**src/rtl/ysyx_25040111_lsu_resp.sv**
```systemverilog
// ysyx_25040111_lsu_resp: LSU responder that runs single/burst reads and masked writes on a word-wide
// memory port, handling lane selection, sign extension and byte strobes.
module ysyx_25040111_lsu_resp #(
    parameter int ADDR_W = 32
) (
    input  logic              clock,
    input  logic              reset,
    input  logic              lsu_rvalid,
    input  logic [ADDR_W-1:0] lsu_raddr,
    input  logic [7:0]        lsu_rlen,
    input  logic              lsu_burst,
    input  logic [1:0]        lsu_rmask,
    input  logic              lsu_rsign,
    output logic              lsu_rready,
    output logic [31:0]       lsu_rdata,
    input  logic              lsu_wvalid,
    input  logic [ADDR_W-1:0] lsu_waddr,
    input  logic [31:0]       lsu_wdata,
    input  logic [1:0]        lsu_wmask,
    output logic              lsu_wready,
    output logic              mem_valid,
    input  logic              mem_ready,
    output logic              mem_we,
    output logic [ADDR_W-1:0] mem_addr,
    output logic [31:0]       mem_wdata,
    output logic [3:0]        mem_wstrb,
    input  logic              mem_rvalid,
    input  logic [31:0]       mem_rdata
);
    typedef enum logic [2:0] {IDLE, RREQ, RWAIT, RDATA, RDONE, WREQ, WRESP} state_t;

    state_t            state_q, state_d;
    logic [ADDR_W-1:0] addr_q, addr_d;
    logic [7:0]        cnt_q, cnt_d;
    logic [1:0]        size_q, size_d;
    logic              sign_q, sign_d;
    logic [31:0]       rdata_q, rdata_d;
    logic [31:0]       wdata_q, wdata_d;
    logic [3:0]        wstrb_q, wstrb_d;
    logic [4:0]        sh;
    logic [31:0]       lane;

    always_comb begin
        sh      = size_q[1] ? 5'd0 : size_q[0] ? {addr_q[1], 4'b0} : {addr_q[1:0], 3'b0};
        lane    = mem_rdata >> sh;
        state_d = state_q;
        addr_d  = addr_q;
        cnt_d   = cnt_q;
        size_d  = size_q;
        sign_d  = sign_q;
        rdata_d = rdata_q;
        wdata_d = wdata_q;
        wstrb_d = wstrb_q;
        case (state_q)
            IDLE: begin
                if (lsu_wvalid) begin
                    addr_d  = lsu_waddr;
                    wstrb_d = lsu_wmask[1] ? 4'b1111 : lsu_wmask[0] ? 4'b0011 << {lsu_waddr[1], 1'b0}
                                                                    : 4'b0001 << lsu_waddr[1:0];
                    wdata_d = lsu_wmask[1] ? lsu_wdata : lsu_wmask[0] ? {2{lsu_wdata[15:0]}}
                                                                      : {4{lsu_wdata[7:0]}};
                    state_d = WREQ;
                end else if (lsu_rvalid) begin
                    addr_d  = lsu_raddr;
                    size_d  = lsu_burst ? 2'b10 : lsu_rmask;
                    sign_d  = lsu_rsign;
                    cnt_d   = lsu_burst ? lsu_rlen : 8'd0;
                    state_d = RREQ;
                end
            end
            RREQ: state_d = mem_ready ? RWAIT : RREQ;
            RWAIT: begin
                if (mem_rvalid) begin
                    rdata_d = size_q[1] ? lane
                            : size_q[0] ? {{16{sign_q & lane[15]}}, lane[15:0]}
                                        : {{24{sign_q & lane[7]}}, lane[7:0]};
                    state_d = RDATA;
                end
            end
            RDATA: begin
                if (cnt_q != 8'd0) begin
                    cnt_d   = cnt_q - 8'd1;
                    addr_d  = addr_q + ADDR_W'(4);
                    state_d = RREQ;
                end else begin
                    state_d = RDONE;
                end
            end
            RDONE: state_d = lsu_rvalid ? RDONE : IDLE;
            WREQ: state_d = mem_ready ? WRESP : WREQ;
            WRESP: state_d = IDLE;
            default: state_d = IDLE;
        endcase
    end

    always_ff @(posedge clock or negedge reset) begin
        if (!reset) begin
            state_q <= IDLE;
            addr_q  <= '0;
            cnt_q   <= '0;
            size_q  <= '0;
            sign_q  <= 1'b0;
            rdata_q <= '0;
            wdata_q <= '0;
            wstrb_q <= '0;
        end else begin
            state_q <= state_d;
            addr_q  <= addr_d;
            cnt_q   <= cnt_d;
            size_q  <= size_d;
            sign_q  <= sign_d;
            rdata_q <= rdata_d;
            wdata_q <= wdata_d;
            wstrb_q <= wstrb_d;
        end
    end

    assign lsu_rready = state_q == RDATA;
    assign lsu_wready = state_q == WRESP;
    assign lsu_rdata  = rdata_q;
    assign mem_valid  = state_q == RREQ || state_q == WREQ;
    assign mem_we     = state_q == WREQ;
    assign mem_addr   = {addr_q[ADDR_W-1:2], 2'b00};
    assign mem_wdata  = wdata_q;
    assign mem_wstrb  = wstrb_q;
endmodule

```
**config.mk**
```make
export PLATFORM = sky130hd
export DESIGN_NAME = ysyx_25040111_lsu_resp
export DESIGN_NICKNAME = d
export VERILOG_FILES = /design/src/rtl/ysyx_25040111_lsu_resp.sv
export SDC_FILE = /design/constraint.sdc
export NUM_CORES = 1
export LEC_CHECK = 0
export BUFFER_PORTS_ARGS = -buffer_cell sky130_fd_sc_hd__clkbuf_2
export CAP_MARGIN = 20
export CORE_MARGIN = 2
export CORE_UTILIZATION = 45
export CTS_CLUSTER_DIAMETER = 200
export DETAILED_ROUTE_END_ITERATION = 6
export PLACE_DENSITY = 0.86
export SYNTH_ARGS = -nofsm -noshare
export SYNTH_HDL_FRONTEND = slang
export SYNTH_SLANG_ARGS = --single-unit
export TNS_END_PERCENT = 1
```
**constraint.sdc**
```tcl
create_clock -name clock -period 5.9 [get_ports clock]
set_input_delay 1.18 -clock clock [delete_from_list [all_inputs] [get_ports clock]]
set_output_delay 1.18 -clock clock [all_outputs]
set_load 0.05 [all_outputs]
```
==> results of run 1 <==
-- state kept, by name (all words and copies together), names as in the netlist --
| register | cells |
|---|---|
| size_q | 2 |
| mem_wstrb | 4 |
| sign_q | 1 |
| state_q | 3 |
| addr_q | 32 |
| cnt_q | 8 |
| mem_wdata | 32 |
| lsu_rdata | 32 |
-- Yosys cell counts (3+ instances only) --
library cell  instances  area [µm²]
o31ai_1               8       60.06
nor2_1               67       251.5
dfrtp_1             114        2853
nor2b_1              20       125.1
or3_1                 3       18.77
buf_6                 3       33.78
mux2_2               18       202.7
nor4_1                7       43.79
ha_1                  3       37.54
a22oi_1              12       90.09
nand3b_1              5       37.54
a21oi_1              71       355.3
clkbuf_1             36       135.1
a22o_1               11       96.34
a211oi_1             10       75.07
nand2_1             101       379.1
mux4_2                7       157.7
nand4_1              14       87.58
o22ai_1              14       87.58
mux2i_1              33       330.3
buf_2                 7       35.03
nand2b_1              6       37.54
nand3_1              15       75.07
and3_1                4       25.02
o22a_1                9       78.83
nor3_1               11       55.05
and4_1                7       61.31
a31oi_1              10       62.56
o21ai_0              52       260.3
buf_1                 5       18.77
buf_4                34       255.2
inv_1                 7       26.28
-- cell type report --
type                    count  area (µm²)
fillers                  1275        6166
well taps                 184       230.2
clock inverters             9       153.9
clock buffers              22       474.2
multi-input cells         553        3427
inverters                   9       33.78
flip-flops and latches    114        2853
repair buffers            255        1306
-- critical path: cells and delay by family, from the launching register on --
| kind | cells | cell delay, ns |
|---|---|---|
| flip-flops | 1 | 0.47 |
| AND/OR/NAND/NOR | 1 | 0.20 |
| buffers and inverters | 4 | 1.25 |
-- report_power, final --
| group | switching (W) | total, W | internal, W |
|---|---|---|---|
| sequential | 0.000402 | 0.00157 | 0.00117 |
| combinational | 0.00210 | 0.00289 | 0.000790 |
| clock | 0.000361 | 0.00110 | 0.000736 |
| total | 0.00286 | 0.00556 | 0.00270 |
-- cell families (layout without fill, tap and decap cells) --
group,Yosys count,in the layout,share of synthesized area (%)
flops,114,114,41.95
fa+ha+maj,3,3,0.5520
mux,58,58,10.16
simple gates,272,272,19.26
compound gates,218,218,20.20
buf+inv,96,295,7.819
other cells,1,2,0.05514
-- metrics by stage --
step,area [µm²],hold slack (ns),utilization [%]
floorplan,6804,0.4601,-
global placement,7830,0.4576,53.47
detailed placement,7830,0.4682,53.47
CTS,8458,0.4819,57.76
global route,8478,0.5129,57.89
finish,8478,0.4796,57.89
-- how the worst max path moves through the flow --
stage                           from      endpoint  slack (ns)  depth (start not counted)
after floorplan           state_q[0]        mem_we        2.83                          3
after global placement    lsu_wvalid  mem_wdata[4]        2.34                          3
after detailed placement  lsu_wvalid  mem_wdata[7]        2.28                          3
after CTS                 state_q[2]    lsu_rready        2.36                          5
after global routing      state_q[2]    lsu_rready        2.21                          5
final                     state_q[2]    lsu_rready        2.33                          5
-- routing by layer --
layer | up-vias | wire length, µm | global-route usage [%]
li1 | 3108 | - | -
met1 | 3126 | 8104 | 30.44
met2 | 322 | 9751 | 41.87
met3 | 29 | 1465 | 6.031
met4 | 0 | 284 | 7.111
met5 | - | 0 | 0
==> results.yml, run 1 <==
min_path:
  min_from: "lsu_rdata[2]"
  hold_class: "register to register"
  hold_depth: 2
  hold-path-endpoint: "lsu_rdata[2]"
die:
  die_area_mm2: 0.01611
  rows: 44
  io_pins: 252
  die_width_um: 126.9
  die_h_um: 126.9
  start_util_pct: 46.44
  coreArea_mm2: 0.01464
final_layout:
  final_cell_mix: "clkbuf_2, dfrtp_1, nand2_1, a21oi_1, nor2_1"
  stdcell_count: 1146
  syn2layout_area_growth_pct: 24.67
  final_common_cell: "clkbuf_2"
  nets: 1101
  drive_above_1_share_pct: 33.58
  diodes: 0
detailed_routing:
  ant_nets: 0
  routed_wl_mm: 19.61
  dr.first_iter.drc_count: 573
  routedWlPerCell_um: 17.11
  via_count: 6585
  first_pass_iters: 5
  vias_per_cell: 5.746
  drcViolationCount: 0
run_status:
  run_status: "finished clean"
worst_setup_path:
  reg2reg_to: "lsu_rdata[20]"
  slowest_delay_ns: 0.47
  setup.worst_path.class: "register to primary output"
  required_ns: 4.72
  path_cells: "nand3b_1 > buf_4 > inv_2 > buf_4 > clkbuf_2"
  r2r_setup_slack_ns: 2.67
  rr_startpoint: "size_q[1]"
  crit_path_frequent_cell: "buf_4"
  slowest_stage: "dfrtp_1"
  ff2ff_path_depth: 4
  end_kind: "primary output"
  path_max_fanout: 50
  cp-start-kind: "register"
  arrival_ns: 2.39
clocking:
  numCtsBuffers: 17
  clock_latency_ns: 0.42
  cts_buffer_depth: 2
  clock-sinks: 114
  cts_setup_buffers: 0
  htree_num_levels: 4
  hold_buffers: 0
  cts-root-buf: "clkbuf_16"
  worst_setup_hold_path_clk_slew_ns: 0.05
  cts_resized: 0
  cts_tree: "done"
global_routing:
  grt_remaining_overflow: 0
  grt_pass1_wl_mm: 31.32
  grt_pass1_vias: 6314
  grtUsageTotal_pct: 24.34
  antenna_found_initial: 0
  grt_max_degree: 75
timing:
  tightest_slew_ns: 1.133
  drv_slew: 0
  hold_viol: 0
  report.final.setup_viol: 0
  max_slew_margin_pct: 24.35
  fmax_mhz: 280.3
  post-route-period-util_pct: 60.46
  fin_skew_ns: 0.009880
  tns_ns: 0
  period_needed_ns: 3.567
  worst_slack_ns: 2.333
  rsz0062_at_grt: "false"
placement:
  place_congestion: 0.8431
  dp_hpwl_mm: 13.88
  io_buffer_count: 249
  dp.cells: 1114
  dpl_worst_slack_ns: 2.277
synth:
  async_reset_ff_share_pct: 100.0
  ys_dominant_reg_cell: "dfrtp_1"
  ys_ff_latch: 114
  synth-edff-count: 0
  synth.distinct_cells: 63
  synth_area_mm2: 0.006800
  syn_avg_cell_area_um2: 8.924
  yosysWarningCount: 0
  synthCells: 762
  ys_seq_area_share_pct: 41.95
power:
  p_total_w: 0.005562
  power_density_mw_per_mm2: 656.1
  ir_drop_mv: 0.2966
  p_leak_nw: 4.022
flow_run:
  drv_cap: 0
(Power assumes the default switching activity.)
==> run 2, diff against run 1 <==
PLACE_DENSITY = 0.89   (was 0.86)
clock period = 3.06 ns   (was 5.9 ns; I/O delays follow)
==> run 2 against run 1 <==
Compared with the run above: hold slack worse by 0.31 ns; via count is 1.1% higher; clock power is 90% higher; critical path type unchanged; largest cell class unchanged.
==> results.yml, run 2 (synthesized netlist as in run 1, its figures left out) <==
final_layout:
  fill_cells: 1238
  syn2layout_area_growth_pct: 26.05
  final_common_cell: "clkbuf_2"
  drive_above_1_share_pct: 34.63
  nets: 1114
  regArea_mm2: 0.002853
  final_cell_mix: "clkbuf_2, dfrtp_1, nand2_1, a21oi_1, nor2_1"
  multiInputGateArea_mm2: 0.003427
  diodes: 0
placement:
  place_congestion: 0.8698
  dp_hpwl_mm: 14.62
  dpl_worst_slack_ns: 0.6805
  io_buffer_count: 249
worst_setup_path:
  path_cells: "nand3b_1 > inv_2 > clkbuf_2"
  cp-start-kind: "register"
  slowest_stage: "dfrtp_1"
  setup.worst_path.class: "register to primary output"
  arrival_ns: 1.82
  ff2ff_path_depth: 7
  required_ns: 2.45
  path_max_fanout: 22
  end_kind: "primary output"
  slowest_delay_ns: 0.46
  critPathBufInv: 2
  cp_top_family: "buffers and inverters"
  worst-path-stages: 3
timing:
  fmax_mhz: 410.6
  tns_ns: 0
  worst_slack_ns: 0.6244
  hold_viol: 0
  fin_skew_ns: 0.009958
  report.final.setup_viol: 0
  drv_slew: 0
  hold-worst-slack_ns: 0.1689
  period_needed_ns: 2.436
  rsz0062_at_grt: "false"
  post-route-period-util_pct: 79.60
  max_slew_margin_pct: 50.60
  tightest_slew_ns: 0.7382
run_status:
  run_status: "finished clean"
clocking:
  clock_latency_ns: 0.42
  cts_resized: 0
  cts-root-buf: "clkbuf_16"
  hold_buffers: 0
  cts_tree: "done"
  worst_setup_hold_path_clk_slew_ns: 0.05
  cts_setup_buffers: 0
  numCtsBuffers: 17
  htree_num_levels: 4
  cts_buffer_depth: 2
  clock-sinks: 114
detailed_routing:
  via_count: 6658
  drcViolationCount: 0
  dr.first_iter.drc_count: 666
  first_pass_iters: 6
  vias_per_cell: 5.740
  ant_nets: 0
  routed_wl_mm: 20.19
  routedWlPerCell_um: 17.41
power:
  power_density_mw_per_mm2: 1261
  p_leak_nw: 4.093
  ir_drop_mv: 0.5360
die:
  io_pins: 252
  die_h_um: 126.9
  start_util_pct: 46.44
  die_width_um: 126.9
  coreArea_mm2: 0.01464
  die_area_mm2: 0.01611
  rows: 44
flow_run:
  drv_cap: 0
global_routing:
  grt_pass1_vias: 6390
  grt_max_degree: 67
  grt_pass1_wl_mm: 32.13
  grtUsageTotal_pct: 24.76
  grt_remaining_overflow: 0
  antenna_found_initial: 0
min_path:
  hold_class: "primary input to asynchronous set/reset pin"
## run 2: cell count changes in the layout (fill, tap and decap cells not counted)
cell / before / now
clkinvlp_4: 2 / 1
clkinv_2: 2 / 4
clkbuf_1: 2 / 1
buf_4: 6 / 19
clkbuf_8: 3 / 5
bufinv_16: 4 / 3
## run 2: metal layers
layer  share of wire (%)  vias up  track usage (%)
met3                 8.4       48            5.525
li1                    -     3144                -
met1                  40     3076            31.23
met4                 2.5        0            9.955
met2                  49      390            41.40
met5                   0        -                0
## run 2: final cells by class
type | count | area share, %
repair buffers | 268 | 16.38
clock inverters | 9 | 1.474
clock buffers | 23 | 5.809
inverters | 9 | 0.3941
flip-flops and latches | 114 | 33.28
well taps | 184 | 2.686
multi-input cells | 553 | 39.98
## run 2: worst paths after layout
check	endpoint	slack [ns]	from
worst max-delay path	lsu_rready	0.62	state_q[2]
min in group clock	sign_q	0.39	lsu_rsign
max in group asynchronous	lsu_rdata[23]	2.18	reset
worst max register to register	cnt_q[4]	0.66	cnt_q[0]
worst min-delay path	mem_wdata[7]	0.17	reset
worst min register to register	lsu_rdata[6]	0.47	lsu_rdata[6]
## run 2: power breakdown
part	internal, W	total [W]	switching (W)	leakage (nW)
Sequential	0.00226	0.00299	0.000734	1.35
Combinational	0.00158	0.00572	0.00414	2.43
Clock	0.00138	0.00209	0.000711	0.309
## run 2: stage by stage
stage | instance area, µm² | power (W) | std cells | utilization, %
detailed placement | 7948 | 0.008686 | 1128 | 54.27
finish | 8572 | 0.01081 | 1160 | 58.54
global route | 8572 | 0.01140 | 1160 | 58.54
CTS | 8572 | 0.01080 | 1160 | 58.54
global placement | 7948 | 0.008525 | 1128 | 54.27
floorplan | 6804 | 0.007579 | 763 | -
